$ cat src/rtl/alu_arbiter_pkg.sv
// Shared types and constants for the two-requester ALU arbiter.
// Holds the FSM state enum, the 3-bit ALU opcodes and the default data width.
`timescale 1ns/1ps
package alu_arbiter_pkg;

  localparam int WIDTH_DEFAULT = 32;

  typedef enum logic [1:0] {
    IDLE = 2'd0,
    EXEC = 2'd1,
    RESP = 2'd2
  } state_t;

  localparam logic [2:0] ALU_AND = 3'b000;
  localparam logic [2:0] ALU_OR  = 3'b001;
  localparam logic [2:0] ALU_ADD = 3'b010;
  localparam logic [2:0] ALU_XOR = 3'b011;
  localparam logic [2:0] ALU_SUB = 3'b110;
  localparam logic [2:0] ALU_SLT = 3'b111;

endpackage

$ cat src/rtl/alu_arbiter_rr_arb2.sv
// Two-request arbiter: round-robin with a last-grant pointer by default,
// fixed priority to request 0 when ALU_ARBITER_FIXED_PRIO_EN is defined.
`timescale 1ns/1ps
module rr_arb2 (
  input  logic       clk,
  input  logic       rst_n,
  input  logic [1:0] req,
  input  logic       update,
  output logic [1:0] grant
);

`ifdef ALU_ARBITER_FIXED_PRIO_EN

  assign grant = {req[1] & ~req[0], req[0]};

  logic unused_inputs;
  assign unused_inputs = &{1'b0, clk, rst_n, update};

`else

  // last_grant = 1 means requester 1 won most recently, so requester 0 wins the next tie
  logic last_grant;

  always_ff @(posedge clk or negedge rst_n) begin
    if (!rst_n) begin
      last_grant <= 1'b1;
    end else if (update && (grant != 2'b00)) begin
      last_grant <= grant[1];
    end
  end

  always_comb begin
    grant = req;
    if (req == 2'b11) begin
      grant = last_grant ? 2'b01 : 2'b10;
    end
  end

`endif

endmodule

$ cat src/rtl/alu_arbiter.sv
// Arbitrates two requesters onto one external ALU, one operation in flight.
// Optional build macro: ALU_ARBITER_FIXED_PRIO_EN (fixed priority to requester 0).
`timescale 1ns/1ps
module alu_arbiter
  import alu_arbiter_pkg::*;
#(
  parameter int WIDTH = WIDTH_DEFAULT
) (
  input  logic             clk,
  input  logic             rst_n,
  input  logic             req0_valid,
  output logic             req0_ready,
  input  logic [2:0]       req0_op,
  input  logic [WIDTH-1:0] req0_a,
  input  logic [WIDTH-1:0] req0_b,
  input  logic             req1_valid,
  output logic             req1_ready,
  input  logic [2:0]       req1_op,
  input  logic [WIDTH-1:0] req1_a,
  input  logic [WIDTH-1:0] req1_b,
  output logic             rsp0_valid,
  input  logic             rsp0_ready,
  output logic             rsp1_valid,
  input  logic             rsp1_ready,
  output logic [WIDTH-1:0] rsp_res,
  output logic             rsp_zero,
  output logic [WIDTH-1:0] alu_a,
  output logic [WIDTH-1:0] alu_b,
  output logic [2:0]       alu_op,
  input  logic [WIDTH-1:0] alu_res,
  input  logic             alu_zero,
  output logic             busy
);

  state_t           state;
  logic [2:0]       op_reg;
  logic [WIDTH-1:0] a_reg;
  logic [WIDTH-1:0] b_reg;
  logic             id_reg;
  logic [WIDTH-1:0] res_reg;
  logic             zero_reg;
  logic [1:0]       rsp_valid_reg;
  logic             busy_reg;

  logic [1:0] grant;
  logic       in_idle;
  logic       accept;
  logic       rsp_taken;

  // Ready is gated by rst_n so nothing looks accepted while reset is held.
  assign in_idle = (state == IDLE) && rst_n;
  assign accept  = in_idle && (req0_valid || req1_valid);

  rr_arb2 u_arb (
    .clk    (clk),
    .rst_n  (rst_n),
    .req    ({req1_valid, req0_valid}),
    .update (accept),
    .grant  (grant)
  );

  assign req0_ready = in_idle && grant[0];
  assign req1_ready = in_idle && grant[1];

  assign rsp_taken = |(rsp_valid_reg & {rsp1_ready, rsp0_ready});

  always_ff @(posedge clk or negedge rst_n) begin
    if (!rst_n) begin
      state         <= IDLE;
      op_reg        <= '0;
      a_reg         <= '0;
      b_reg         <= '0;
      id_reg        <= 1'b0;
      res_reg       <= '0;
      zero_reg      <= 1'b0;
      rsp_valid_reg <= 2'b00;
      busy_reg      <= 1'b0;
    end else begin
      case (state)
        IDLE: begin
          if (accept) begin
            op_reg   <= grant[1] ? req1_op : req0_op;
            a_reg    <= grant[1] ? req1_a  : req0_a;
            b_reg    <= grant[1] ? req1_b  : req0_b;
            id_reg   <= grant[1];
            busy_reg <= 1'b1;
            state    <= EXEC;
          end
        end
        EXEC: begin
          res_reg       <= alu_res;
          zero_reg      <= alu_zero;
          rsp_valid_reg <= id_reg ? 2'b10 : 2'b01;
          state         <= RESP;
        end
        RESP: begin
          if (rsp_taken) begin
            rsp_valid_reg <= 2'b00;
            busy_reg      <= 1'b0;
            state         <= IDLE;
          end
        end
        default: begin
          rsp_valid_reg <= 2'b00;
          busy_reg      <= 1'b0;
          state         <= IDLE;
        end
      endcase
    end
  end

  // The ALU sees the operand registers at all times, so its inputs only move on acceptance.
  assign alu_a      = a_reg;
  assign alu_b      = b_reg;
  assign alu_op     = op_reg;
  assign rsp_res    = res_reg;
  assign rsp_zero   = zero_reg;
  assign rsp0_valid = rsp_valid_reg[0];
  assign rsp1_valid = rsp_valid_reg[1];
  assign busy       = busy_reg;

endmodule

$ cat config.mk
export PLATFORM = sky130hd
export DESIGN_NAME = alu_arbiter
export DESIGN_NICKNAME = d
export VERILOG_FILES = /design/src/rtl/alu_arbiter_pkg.sv /design/src/rtl/alu_arbiter_rr_arb2.sv /design/src/rtl/alu_arbiter.sv
export SDC_FILE = /design/constraint.sdc
export NUM_CORES = 1
export LEC_CHECK = 0
export ABC_AREA = 1
export CAP_MARGIN = 0
export CORE_UTILIZATION = 38
export CTS_CLUSTER_DIAMETER = 150
export DETAILED_ROUTE_END_ITERATION = 6
export GPL_TIMING_DRIVEN = 0
export PLACE_DENSITY_LB_ADDON = 0.05
export SLEW_MARGIN = 20
export SYNTH_ARGS = -nofsm -noshare
export SYNTH_HDL_FRONTEND = slang
export SYNTH_HIERARCHICAL = 1
export SYNTH_SLANG_ARGS = --single-unit
$ cat constraint.sdc
create_clock -name clk -period 2.2 [get_ports clk]
set_clock_uncertainty 0.15 [all_clocks]
set_input_delay 0.66 -clock clk [delete_from_list [all_inputs] [get_ports clk]]
set_output_delay 0.66 -clock clk [all_outputs]
set_load 0.01 [all_outputs]
==> metrics.md <==
| Metric | Value |
|---|---|
| Status | `finished, final reports clean` |
| Power, Total | `9780 uW` |
| Slew @ Worst Pin | `0.892 ns` |
| GRT Residual Overflow | `0` |
| Final #Nets | `1,017` |
| Worst EP arrival | `1.37 ns` |
| Fmax | `between 400 and 500 MHz` |
| Worst skew pair latency | `0.34 ns` |
| Die Area | `13,200 um2` |
| Fill cells | `1,057` |
| Die width | `115 um` |
| Compound-gate portion of the synthesized area | `between 10 and 15%` |
| Htree depth | `3` |
| Number of global-route vias before repair | `4,853` |
| First DRT Iteration DRCs | `roughly 160` |
| R2R depth | `6` |
| Cell Area, Placed | `7840 um2` |
| Yosys reg bits | `107` |
| Post-route DRC violation count | `0` |
| Via density | `~4.8` |
| Area Overhead vs Synth | `72.5%` |
| Die Ht | `115 um` |
| Post-synthesis xor/xnor area fraction | `0%` |
| Buffers on Ports | `277` |
| Synth warn | `6` |
| Pwr Density | `1180 nW/um2` |
| Required time worst endpoint | `1.39 ns` |
| Crit-path max FO | `3` |
| Antenna Cells | `0` |
| Post-synthesis adder-cell area fraction | `0%` |
| Crit path launch type | `flip-flop` |
| TritonCTS clock tree | `yes` |
| Mux cell area share after synthesis | `0%` |
| RSZ-0062 raised after global routing | `yes` |
| Antenna-violating nets left | `0` |
| Final Instance Area | `8320 um2` |
| Largest family of logic cells by synthesized area | `simple AND/OR/NAND/NOR gates` |
| WL final | `15.8 mm` |
| Net Count, Synth | `721` |
| Endpoints failing setup | `0` |
| Synth cell types | `24` |
| First-pass GRT wire length | `24.3 mm` |
| GRT Total Usage | `24.4%` |
| CTS buffer count | `9` |
| Worst hold path type | `input pin to asynchronous set/reset pin` |
| Via count | `4,859` |
| HPWL after detailed placement | `11.8 mm` |
| Worst Path Class, Setup | `flip-flop to output pin` |
| Syn Inst Count | `548` |
| Setup crit end kind | `output pin` |
| Clk sinks | `107` |
| Wire per inst | `roughly 16 um` |
| Register area share after synthesis | `55.5%` |
| Initial Util | `39.5%` |
| Final Max Tran Viols | `0` |
| Peak supply drop | `roughly 610 uV` |
| Row cnt | `40` |
| Tcrit/Tclk final | `99.0%` |
| Simple-Gate Fraction of Synth Area | `29.3%` |
| Largest net degree at the start of global routing | `35` |
| Final hold slack | `0.110 ns` |
| Max cap viols | `0` |
| Leakage | `about 0.0038 uW` |
| Routability cong. | `0.773` |
| Clock root cell | `clkbuf_16` |
| Synthesized area per cell | `8.81 um2` |
| Initial antenna violation count | `0` |
| Share of cells above drive strength 1 | `13.4%` |
| Setup TNS | `0 ns` |
| Cell Area, Synth | `4830 um2` |
| Worst-path clk slew | `0.07 ns` |
| Area of the core | `12,200 um2` |
| Rel. slew slack | `40.4%` |
| CTS max path bufs | `2` |
| Crit path time final | `2.18 ns` |
| I/O pins | `between 200 and 300` |
| Final Hold Viols | `0` |
| Drt pass-1 iters | `4` |
final cells by class:
type                       instances  area [um2]  area share [%]
clock buffer                      10         229            2.75
timing repair buffer             286        2950            35.4
sequential                       107        2680            32.2
buffer                            34         176            2.12
multi-input combinational        399        1960            23.6
tap                              168         210            2.53
clock inverter                     6        87.6            1.05
inverter                           7        28.8           0.346
cell usage in the layout (no fill, tap or decap), types with 2 or more instances in the layout:
| cell | instances |
|---|---|
| buf_1 | 6 |
| buf_16 | 2 |
| buf_2 | 15 |
| buf_4 | 6 |
| buf_6 | 4 |
| bufbuf_16 | 3 |
| bufinv_16 | 2 |
| clkbuf_1 | 11 |
| clkbuf_16 | 9 |
| clkdlybuf4s50_1 | 272 |
| clkinv_2 | 2 |
| dfrtp_1 | 106 |
| inv_1 | 3 |
| inv_2 | 2 |
| nand2_1 | 247 |
| nand2_2 | 2 |
| nand3_1 | 3 |
| nor2_1 | 5 |
| o211ai_1 | 67 |
| o21ai_0 | 2 |
| or2_0 | 4 |
| or2_1 | 6 |
| or2_2 | 58 |
report_power, final:
group / total, uW / leakage [uW] / internal, uW / switching (uW)
logic: 4590 / 0.00235 / 2520 / 2070
clock network: 1720 / 0.000157 / 1000 / 719
registers: 3470 / 0.00131 / 2930 / 548
total: 9780 / 0.00382 / 6440 / 3340
Yosys cell counts:
cell type	instances	area share [%]
nand2_1	247	19
dfrtp_1	106	55
o211ai_1	67	10
or2_2	58	7.5
buf_2	14	1.5
clkbuf_1	11	0.86
buf_1	6	0.47
or2_1	6	0.78
nor2_1	5	0.39
inv_1	4	0.31
or2_0	4	0.52
nand3_1	3	0.31
buf_4	2	0.31
buf_6	2	0.47
inv_2	2	0.16
nand2_2	2	0.26
o21ai_0	2	0.21
a21boi_0	1	0.16
a21boi_1	1	0.16
clkinv_1	1	0.078
dfstp_2	1	0.54
nor2_2	1	0.13
nor2_4	1	0.23
o21ai_1	1	0.10
critical path: stages, from the launching register on:
cell and delay, ns:
dfstp_2 0.58, inv_2 0.05, a21boi_2 0.11, inv_1 0.05, nor2_1 0.09, buf_2 0.15
through the flow:
step,setup slack [ns],utilization (%),std cells
CTS,-0.0429,68.1,1018
detailed placement,-1.21,64.2,994
floorplan,0.0497,-,548
global route,-0.0864,68.2,1017
finish,0.0229,68.2,1017
global placement,-4.58,63.9,993
worst paths after layout:
kind,startpoint,endpoint,slack [ns]
max reg2reg,u_arb/last_grant,alu_a[7],0.33
min reg2reg,rsp_res[16],rsp_res[16],0.33
min in group clk,rsp_res[16],rsp_res[16],0.33
min,rst_n,rsp_res[2],0.11
max in group asynchronous,rst_n,alu_a[28],0.49
max,u_arb/last_grant,req0_ready,0.02
kinds of logic (layout without fill, tap and decap cells):
group / after synthesis / in the layout
AND/OR/NAND/NOR: 327 / 327
buffers and inverters: 42 / 343
flip-flops: 107 / 107
AO/OA/AOI/OAI: 72 / 72
per-layer routing:
metal | vias up | GRT usage, % | routed length [um]
li1 | 2357 | - | -
met1 | 2290 | 26.7 | 5940
met2 | 189 | 44.7 | 8270
met3 | 23 | 6.72 | 1220
met4 | 0 | 9.18 | 363
met5 | - | 0 | 0
repair_timing:
action	4_1_cts	5_1_grt
pin swaps	2	1
hold endpoints to repair	19	0
setup buffers	4	0
hold buffers	1	0
gates resized for setup	28	3
endpoints found under the setup margin	60	2
gates cloned	3	0
(Power assumes the default switching activity.)
